## src/rtl/player_pkg.sv

```systemverilog
// Shared encodings for the platformer character controller:
// action state codes, collision flag bit positions and facing constants.
package player_pkg;

    typedef enum logic [1:0] {
        ACT_IDLE = 2'b00,
        ACT_RUN  = 2'b01,
        ACT_JUMP = 2'b10,
        ACT_FALL = 2'b11
    } action_e;

    // Bit positions inside is_collide = {up, down, left, right}
    localparam int COL_UP    = 3;
    localparam int COL_DOWN  = 2;
    localparam int COL_LEFT  = 1;
    localparam int COL_RIGHT = 0;

    localparam logic DIR_LEFT  = 1'b0;
    localparam logic DIR_RIGHT = 1'b1;

    // Grounded action chosen purely from the horizontal buttons
    function automatic action_e ground_action(input logic left, input logic right);
        return (left ^ right) ? ACT_RUN : ACT_IDLE;
    endfunction

endpackage

```

## src/rtl/player_motion_move_tick.sv

```systemverilog
// move_tick: interval counter that pulses tick on the last cycle of each
// interval and restarts from zero. Disabled or cleared -> counter held at 0.
module move_tick #(
    parameter int CNT_W = 8
) (
    input  logic             clk,
    input  logic             rst,
    input  logic [CNT_W-1:0] interval,
    input  logic             en,
    input  logic             clr,
    output logic             tick
);

    logic [CNT_W-1:0] cnt;

    assign tick = en & ~clr & (cnt == interval - 1'b1);

    // Count while enabled, wrap to zero on each tick
    always_ff @(posedge clk or posedge rst) begin
        // NOTE: state registers use non-blocking assignment so every flop
        // samples the pre-edge values regardless of statement order.
        if (rst) begin
            cnt <= '0;
        end else if (clr || !en || tick) begin
            cnt <= '0;
        end else begin
            cnt <= cnt + 1'b1;
        end
    end

endmodule

```

## src/rtl/player_motion.sv

```systemverilog
// player_motion: platformer character controller. Turns debounced buttons and
// {up, down, left, right} contact flags into action state, facing direction
// and saturating pixel position, with N-jump, accelerating fall and respawn.
// Optional build macro PLAYER_COYOTE_EN: grace window after walking off an
// edge during which a press still counts as a ground jump.
module player_motion #(
    parameter int POS_W          = 10,
    parameter int INIT_X         = 200,
    parameter int INIT_Y         = 556,
    parameter int X_INV          = 200,
    parameter int JUMP_INV       = 20,
    parameter int APEX_INV       = 110,
    parameter int FALL_START_INV = 110,
    parameter int FALL_MIN_INV   = 40,
    parameter int MAX_JUMPS      = 2,
    parameter int CNT_W          = 8,
    parameter int COYOTE_CYC     = 16
) (
    input  logic             clk,
    input  logic             rst,
    input  logic             btn_left,
    input  logic             btn_right,
    input  logic             btn_jump,
    input  logic [3:0]       is_collide,
    input  logic             respawn,
    input  logic [POS_W-1:0] spawn_x,
    input  logic [POS_W-1:0] spawn_y,
    output logic             direction,
    output logic [1:0]       action,
    output logic [POS_W-1:0] pos_x,
    output logic [POS_W-1:0] pos_y,
    output logic [2:0]       jumps_used,
    output logic             landed
);

    import player_pkg::*;

    localparam logic [POS_W-1:0] POS_MAX = '1;

    action_e          state;
    logic             jump_q;
    logic [CNT_W-1:0] up_inv;
    logic [CNT_W-1:0] down_inv;

    logic press, one_btn, x_blocked, x_en, air_ok;
    logic up_clr, down_clr;
    logic x_tick, up_tick, down_tick;

`ifdef PLAYER_COYOTE_EN
    localparam int COY_W = $clog2(COYOTE_CYC + 1);
    logic [COY_W-1:0] coyote_cnt;
`endif

    function automatic logic [POS_W-1:0] sat_inc(input logic [POS_W-1:0] v);
        return (v == POS_MAX) ? v : v + 1'b1;
    endfunction

    function automatic logic [POS_W-1:0] sat_dec(input logic [POS_W-1:0] v);
        return (v == '0) ? v : v - 1'b1;
    endfunction

    assign press     = btn_jump & ~jump_q;
    assign one_btn   = btn_left ^ btn_right;
    assign x_blocked = btn_left ? is_collide[COL_LEFT] : is_collide[COL_RIGHT];
    assign x_en      = one_btn & ~x_blocked;
    assign air_ok    = press & (jumps_used < 3'(MAX_JUMPS));

    // An accepted air jump restarts the ascent cadence; landing or an air jump
    // out of a fall restarts the descent cadence.
    assign up_clr   = respawn | ((state == ACT_JUMP) & air_ok);
    assign down_clr = respawn | ((state == ACT_FALL) & (air_ok | is_collide[COL_DOWN]));

    move_tick #(.CNT_W(CNT_W)) u_x_tick (
        .clk      (clk),
        .rst      (rst),
        .interval (CNT_W'(X_INV)),
        .en       (x_en),
        .clr      (respawn),
        .tick     (x_tick)
    );

    move_tick #(.CNT_W(CNT_W)) u_up_tick (
        .clk      (clk),
        .rst      (rst),
        .interval (up_inv),
        .en       (state == ACT_JUMP),
        .clr      (up_clr),
        .tick     (up_tick)
    );

    move_tick #(.CNT_W(CNT_W)) u_down_tick (
        .clk      (clk),
        .rst      (rst),
        .interval (down_inv),
        .en       (state == ACT_FALL),
        .clr      (down_clr),
        .tick     (down_tick)
    );

    assign action = state;

    // Action FSM, position, jump bookkeeping and landing pulse
    always_ff @(posedge clk or posedge rst) begin
        if (rst) begin
            state      <= ACT_IDLE;
            direction  <= DIR_RIGHT;
            pos_x      <= POS_W'(INIT_X);
            pos_y      <= POS_W'(INIT_Y);
            jumps_used <= 3'd0;
            landed     <= 1'b0;
            jump_q     <= 1'b0;
            up_inv     <= CNT_W'(JUMP_INV);
            down_inv   <= CNT_W'(FALL_START_INV);
`ifdef PLAYER_COYOTE_EN
            coyote_cnt <= '0;
`endif
        end else begin
            jump_q <= btn_jump;
            landed <= 1'b0;

            if (respawn) begin
                state      <= ACT_FALL;
                pos_x      <= spawn_x;
                pos_y      <= spawn_y;
                jumps_used <= 3'd0;
                up_inv     <= CNT_W'(JUMP_INV);
                down_inv   <= CNT_W'(FALL_START_INV);
`ifdef PLAYER_COYOTE_EN
                coyote_cnt <= '0;
`endif
            end else begin
                if (one_btn) begin
                    direction <= btn_right;
                end
                if (x_tick) begin
                    pos_x <= btn_right ? sat_inc(pos_x) : sat_dec(pos_x);
                end

                case (state)
                    ACT_IDLE, ACT_RUN: begin
                        if (press) begin
                            state      <= ACT_JUMP;
                            jumps_used <= 3'd1;
                            up_inv     <= CNT_W'(JUMP_INV);
                        end else if (!is_collide[COL_DOWN]) begin
                            state    <= ACT_FALL;
                            down_inv <= CNT_W'(FALL_START_INV);
`ifdef PLAYER_COYOTE_EN
                            coyote_cnt <= COY_W'(COYOTE_CYC);
                            jumps_used <= (COYOTE_CYC == 0) ? 3'd1 : 3'd0;
`else
                            jumps_used <= 3'd1;
`endif
                        end else begin
                            state      <= ground_action(btn_left, btn_right);
                            jumps_used <= 3'd0;
                        end
                    end

                    ACT_JUMP: begin
                        if (air_ok) begin
                            jumps_used <= jumps_used + 1'b1;
                            up_inv     <= CNT_W'(JUMP_INV);
                        end else if (is_collide[COL_UP]) begin
                            state    <= ACT_FALL;
                            down_inv <= CNT_W'(FALL_START_INV);
                        end else if (up_tick) begin
                            pos_y  <= sat_dec(pos_y);
                            up_inv <= up_inv + 1'b1;
                            if (up_inv >= CNT_W'(APEX_INV - 1)) begin
                                state    <= ACT_FALL;
                                down_inv <= CNT_W'(FALL_START_INV);
                            end
                        end
                    end

                    ACT_FALL: begin
                        if (is_collide[COL_DOWN]) begin
                            // Landing first; a same-cycle press is then a ground jump
                            landed   <= 1'b1;
                            up_inv   <= CNT_W'(JUMP_INV);
                            down_inv <= CNT_W'(FALL_START_INV);
`ifdef PLAYER_COYOTE_EN
                            coyote_cnt <= '0;
`endif
                            if (press) begin
                                state      <= ACT_JUMP;
                                jumps_used <= 3'd1;
                            end else begin
                                state      <= ground_action(btn_left, btn_right);
                                jumps_used <= 3'd0;
                            end
                        end else if (air_ok) begin
                            state      <= ACT_JUMP;
                            jumps_used <= jumps_used + 1'b1;
                            up_inv     <= CNT_W'(JUMP_INV);
`ifdef PLAYER_COYOTE_EN
                            coyote_cnt <= '0;
`endif
                        end else begin
                            if (down_tick) begin
                                pos_y    <= sat_inc(pos_y);
                                down_inv <= (down_inv > CNT_W'(FALL_MIN_INV)) ?
                                            down_inv - 1'b1 : CNT_W'(FALL_MIN_INV);
                            end
`ifdef PLAYER_COYOTE_EN
                            if (coyote_cnt != '0) begin
                                coyote_cnt <= coyote_cnt - 1'b1;
                                if (coyote_cnt == COY_W'(1)) begin
                                    jumps_used <= 3'd1;
                                end
                            end
`endif
                        end
                    end
                endcase
            end
        end
    end

endmodule

```

## config.mk

```make
export PLATFORM = sky130hd
export DESIGN_NAME = player_motion
export DESIGN_NICKNAME = d
export VERILOG_FILES = /design/src/rtl/player_pkg.sv /design/src/rtl/player_motion_move_tick.sv /design/src/rtl/player_motion.sv
export SDC_FILE = /design/constraint.sdc
export NUM_CORES = 1
export LEC_CHECK = 0
export ABC_AREA = 0
export BUFFER_PORTS_ARGS = -buffer_cell sky130_fd_sc_hd__clkbuf_2
export CORE_ASPECT_RATIO = 1.75
export CORE_MARGIN = 2
export CORE_UTILIZATION = 55
export CTS_CLUSTER_SIZE = 12
export DETAILED_ROUTE_END_ITERATION = 8
export PLACE_DENSITY_LB_ADDON = 0.2
export SYNTH_ARGS = -nofsm -noshare
export SYNTH_HDL_FRONTEND = slang
export SYNTH_SLANG_ARGS = --single-unit
```

## constraint.sdc

```tcl
create_clock -name clk -period 4.3 [get_ports clk]
set_input_delay 0.215 -clock clk [delete_from_list [all_inputs] [get_ports clk]]
set_output_delay 0.215 -clock clk [all_outputs]
set_load 0.005 [all_outputs]
```

After elaboration in Yosys (flattened, before gate mapping)
Cells that the tools add are included.
W data, S select, Z words.
{ "totals": {"register_bits": 68, "inputBits": 30} }
{ "op_classes": {"addsub": 11, "reduce_logical": 21, "bitwise": 20, "n_lt_le_gt_ge": 3, "eq_ne": 28, "muxes": 61} }
{ "ops": {"columns": ["operator", "n"], "rows": [
  ["$mux W8", 21],
  ["$mux W10", 14],
  ["$pmux W8 S3", 2],
  ["$ne A3 B3 Y1 const B", 13],
  ["$add A8 B1 Y8 const B", 4],
  ["$ne A4 B4 Y1 const B", 7],
  ["$add A10 B1 Y10 const B", 2],
  ["$eq A10 B10 Y1 const B", 2],
  ["$logic_not A10 Y1", 2],
  ["$mux W2", 10],
  ["$pmux W10 S2", 1],
  ["$sub A10 B1 Y10 const B", 2],
  ["$eq A8 B8 Y1", 2],
  ["$sub A8 B1 Y8 const B", 2],
  ["$and A1 B1 Y1", 11],
  ["$mux W3", 3],
  ["$pmux W3 S3", 1],
  ["$reduce_and A9 Y1", 1],
  ["$eq A8 B8 Y1 const B", 1],
  ["$ge A8 B7 Y1 const B", 1],
  ["$gt A8 B6 Y1 const B", 1],
  ["$mux W1", 8],
  ["$reduce_and A4 Y1", 2],
  ["$reduce_and A7 Y1", 1],
  ["other kinds (16)", 30]
]} }

Logic depth before layout (Yosys ltp)
{ "depth": {"depth_word": 14, "depth_mapped": 12} }

Hierarchy
Synthesis repeated with hierarchy kept, for this count alone.
{ "hier_totals": {"hier_cells": 603, "area_unflattened_um2": 5317.6} }
{ "modules_own_cells": {"columns": ["mod", "seq_area_each_um2", "area_each_um2", "cells_per_inst", "instances"], "rows": [
  ["player_motion", 1119.8, 3238.1, 381, 1],
  ["move_tick", 200.2, 693.2, 74, 3]
]} }

Worst setup path after synthesis
OpenSTA, ideal clock, no wires.
{ "synth_timing": {"path_kind": "reg2reg", "startpoint": "reg up_inv[0]", "endpoint": "reg down_inv[0]", "slack_ns": 1.489, "path_stages_with_launch": 13, "setup_ns": 0.125, "n_path_buf": 3, "synth_period_minus_slack_ns": 2.811, "arrival_ns": 2.687, "path_cell_list": "dfrtp_1 -> clkbuf_1 -> inv_1 -> ha_1 -> clkbuf_1 -> xnor2_1 -> o21ai_1 -> nor4_1 -> nand3_1 -> o31a_1 -> or2_0 -> buf_6 -> mux2_2"} }
{ "synth_via": {"elab_chain_len": 5, "word_cells_on_any_way": 7} }
{ "synth_rtl": {"columns": ["element", "line", "source"], "rows": [
  ["start, declared", "player_motion.sv:42", "logic [CNT_W-1:0] up_inv;"],
  ["start signal, assigned", "player_motion.sv:112", "up_inv <= CNT_W'(JUMP_INV);"],
  ["start signal, assigned", "player_motion.sv:126", "up_inv <= CNT_W'(JUMP_INV);"],
  ["start signal, assigned", "player_motion.sv:144", "up_inv <= CNT_W'(JUMP_INV);"],
  ["$sub A8 B1 Y8", "player_motion_move_tick.sv:16", "assign tick = en & ~clr & (cnt == interval - 1'b1);"],
  ["$eq A8 B8 Y1", "player_motion_move_tick.sv:16", null],
  ["$and A1 B1 Y1", "player_motion_move_tick.sv:16", null],
  ["$ne A4 B4 Y1 (no line)", null, null],
  ["$reduce_and A7 Y1 (no line) *", null, null],
  ["end signal, assigned", "player_motion.sv:113", "down_inv <= CNT_W'(FALL_START_INV);"],
  ["end signal, assigned", "player_motion.sv:127", "down_inv <= CNT_W'(FALL_START_INV);"],
  ["end signal, assigned", "player_motion.sv:147", "down_inv <= CNT_W'(FALL_START_INV);"],
  ["end, declared", "player_motion.sv:43", "logic [CNT_W-1:0] down_inv;"]
]} }
Every way passes the cells marked *; elsewhere a longest branch is shown, timed or not.
A chain may end at the register's enable or synchronous reset.

Worst setup path after layout
{ "layout_timing": {"startpoint": "reg down_inv[0]", "endpoint": "reg pos_y[9]"} }
{ "layout_via": {"elab_chain_len": 5} }
{ "layout_rtl": {"columns": ["element", "line", "source"], "rows": [
  ["$sub A8 B1 Y8", "player_motion_move_tick.sv:16", null],
  ["$eq A8 B8 Y1", "player_motion_move_tick.sv:16", null],
  ["$and A1 B1 Y1", "player_motion_move_tick.sv:16", null],
  ["$ne A3 B3 Y1 (no line)", null, null],
  ["$reduce_and A9 Y1 (no line)", null, null],
  ["end signal, assigned", "player_motion.sv:108", "pos_y <= POS_W'(INIT_Y);"],
  ["end signal, assigned", "player_motion.sv:124", "pos_y <= spawn_y;"],
  ["end signal, assigned", "player_motion.sv:168", "pos_y <= sat_dec(pos_y);"],
  ["end, declared", "player_motion.sv:31", "output logic [POS_W-1:0] pos_y,"]
]} }
Every way passes these cells.

==> impl_metrics.json <==
{
  "status": "complete, no violations",
  "core-area_um2": 7960,
  "die_height_um": 124,
  "drt_iter0_drc": 253,
  "first_global_vias": 3976,
  "ys.warnings.count": 0,
  "cp_top_family": "simple AND/OR/NAND/NOR gates",
  "slew_violations": 0,
  "synth_top_area_cell": "dfrtp_1",
  "period_minus_slack_ns": 3.36,
  "p_per_area_nw_per_um2": 387,
  "leakagePower_nw": 2.39,
  "post-cts-setup-buffers": 0,
  "synth_edf_count": 0,
  "finalSetupViolations": 0,
  "vias": 3983,
  "ios": 57,
  "antenna_cells": 0,
  "worst_pin_slew_ns": 1.24,
  "rsz0062_at_grt": "false",
  "gp_routability_congestion": 0.935,
  "grt_max_degree": 48,
  "synthArstFlopShare_pct": 100,
  "initial_core_util_pct": 57.1,
  "detail_route.wl_per_cell_um": 17.1,
  "crit_chain": "inv_1 -> ha_1 -> or4b_4 -> nor2_2 -> xnor2_1 -> or3_4 -> a211oi_1 -> o211ai_1 -> or3_1 -> a31oi_1",
  "multi_input_area_um2": 2700,
  "dieWidth_um": 72.8,
  "fin_cells": 655,
  "numCtsBuffers": 9,
  "synth_cells": 506,
  "worst-path-buf-inv": 1,
  "route.detailed.drc": 0,
  "synth.area.top_cells": "dfrtp_1 (29%), dfstp_2 (8.7%), ha_1 (6.6%), xnor2_1 (6.0%), xor2_1 (5.2%)",
  "ir_drop_v": 0.000248,
  "start_kind": "flop",
  "io_buffers": 56,
  "cts_tree": "yes",
  "critPathCaptureType": "flop",
  "seqCellArea_um2": 1720,
  "synth_area_per_cell_um2": 8.99,
  "die_area_um2": 9040,
  "grtUsageTotal_pct": 25.8,
  "overflow": 0,
  "grt_pass1_wl_um": 18400,
  "fin_worst_skew_ns": 0.00497,
  "cts_max_level": 3,
  "wl_um": 11200,
  "finalHoldViolCount": 0,
  "synthFlopType": "dfrtp_1",
  "fillers": 647,
  "r2r_slack_ns": 0.94,
  "hold_buffers": 1,
  "yosysSeqAreaShare_pct": 37.8,
  "cts_buffer_depth": 2,
  "fin_nets": 616,
  "synthDistinctLibCells": 60,
  "hold_class": "primary input to flop",
  "place_ws_ns": 0.965,
  "clock_sinks": 68,
  "netlist_area_um2": 4550,
  "post_route_cells_drive_above_1_share_pct": 18.2,
  "dpl.hpwl_um": 8420,
  "crit_fanout": 11,
  "hold_ws_ns": 0.0266,
  "clk-insertion-delay-late_ns": 0.34,
  "cpPeakStageDelay_ns": 0.53,
  "setup_ws_ns": 0.938,
  "drt.antenna.violating_nets": 0,
  "firstDrtPassIters": 5,
  "slew_headroom_pct": 16.9,
  "max-cap-violations": 0,
  "synth-seq-cells": 68,
  "dp_cells": 638,
  "syn_nets": 562,
  "path_class": "flop to flop",
  "post-route-period-util_pct": 78.2,
  "fmax_ghz": 0.297,
  "worst_ep_arrival_time_ns": 3.63,
  "ctsResizeCount": 0,
  "drt-vias-per-instance": 6.08,
  "cp_slowest_cell": "or3_1",
  "required_ns": 4.57,
  "tns_ns": 0,
  "root_buffer": "clkbuf_16",
  "synth_top_area_share_pct": 29.2,
  "antenna_found_initial": 0,
  "rows": 43,
  "syn_to_final_growth_pct": 14.5,
  "clk_pin_slew_worst_paths_ns": 0.06
}
-- routing by layer --
layer	GRT usage [%]	share of wire, %	wire (um)	vias to the layer above
met4	12.3	3.3	372	0
met5	0	0	0	-
met2	46.3	55	6110	112
li1	-	-	-	1923
met1	28.2	39	4300	1922
met3	4.69	3.5	388	26
-- registers in the layout (all words and copies together), names as in the netlist --
name             count
up_inv               8
u_x_tick.cnt         8
u_down_tick.cnt      8
landed               1
pos_y               10
u_up_tick.cnt        8
jumps_used           3
jump_q               1
action               2
down_inv             8
pos_x               10
direction            1
-- metrics by stage --
| step | instance area, um2 | power, W | utilization [%] |
|---|---|---|---|
| after global routing | 5210 | 0.00211 | 65.4 |
| after detailed placement | 4890 | 0.00126 | 61.4 |
| after CTS | 5210 | 0.00203 | 65.4 |
| final | 5210 | 0.00202 | 65.4 |
| after floorplan | 4550 | 0.00111 | - |
| after global placement | 4890 | 0.00124 | 61.4 |
-- final timing paths --
| check | startpoint | end | cells after the start |
|---|---|---|---|
| min | btn_jump | jump_q$_DFF_PP0_ | 1 |
| min in group asynchronous | rst | u_down_tick.cnt[0]$_DFF_PP0_ | 3 |
| max reg2reg | down_inv[0]$_DFFE_PP0P_ | pos_y[9]$_DFFE_PP1P_ | 10 |
| max | down_inv[0]$_DFFE_PP0P_ | pos_y[9]$_DFFE_PP1P_ | 10 |
| min reg2reg | u_x_tick.cnt[0]$_DFF_PP0_ | u_x_tick.cnt[0]$_DFF_PP0_ | 1 |
| max in group asynchronous | rst | up_inv[6]$_DFFE_PP0P_ | 4 |
-- synthesized netlist by cell type (2+ instances only) --
| cell type | instances |
|---|---|
| o21ai_0 | 16 |
| ha_1 | 24 |
| a211oi_1 | 7 |
| o21bai_1 | 3 |
| nor2b_1 | 6 |
| nand3_1 | 22 |
| a21oi_1 | 25 |
| buf_1 | 2 |
| and3_1 | 10 |
| o22ai_1 | 3 |
| o21ai_1 | 11 |
| nand4b_1 | 3 |
| a221o_1 | 4 |
| nand4_1 | 7 |
| buf_6 | 2 |
| dfstp_2 | 15 |
| or3_1 | 4 |
| nand3b_1 | 3 |
| inv_1 | 16 |
| dfrtp_1 | 53 |
| nor2_1 | 55 |
| a31oi_1 | 4 |
| xor2_1 | 27 |
| clkbuf_1 | 12 |
| nand2b_1 | 8 |
| nor3b_1 | 4 |
| a2111oi_0 | 2 |
| xnor2_1 | 31 |
| mux2i_1 | 10 |
| a21o_1 | 10 |
| a22oi_1 | 6 |
| o211ai_1 | 3 |
| nor3_2 | 2 |
| fa_1 | 2 |
| nand2_1 | 43 |
| nor3_1 | 14 |
| o31ai_1 | 4 |
| nor4_1 | 10 |
| o31a_1 | 2 |
-- power breakdown --
part | internal [W] | total (W) | leakage, nW | switching, W
Clock | 0.000459 | 0.000766 | 0.152 | 0.000308
Combinational | 0.000215 | 0.000487 | 1.38 | 0.000272
Sequential | 0.000693 | 0.000763 | 0.861 | 0.0000702
-- layout make-up --
class	instances	area share [%]
tap	90	2.16
clock inverter	7	1.63
clock buffer	9	4.32
multi-input combinational	405	51.7
inverter	16	1.15
sequential	68	33.0
timing repair buffer	60	6.00
-- kinds of logic after synthesis --
logic type / synth area share, %
compound gates: 16.2
simple gates: 21.8
buf+inv: 3.08
fa+ha+maj: 7.48
flops: 37.8
xor+xnor: 11.2
mux: 2.45
-- cell usage in the layout, fill, tap and decap left out, drive strengths merged, types with 5 or more instances in the layout --
cell,n
a211oi,8
a21o,11
a21oi,25
a22oi,6
and3,10
clkbuf,65
dfrtp,53
dfstp,15
ha,24
inv,18
mux2i,10
nand2,43
nand2b,9
nand3,22
nand4,7
nor2,56
nor2b,6
nor3,16
nor4,10
o21ai,28
or3,5
xnor2,31
xor2,27
Power figures use the tool's default switching activity.
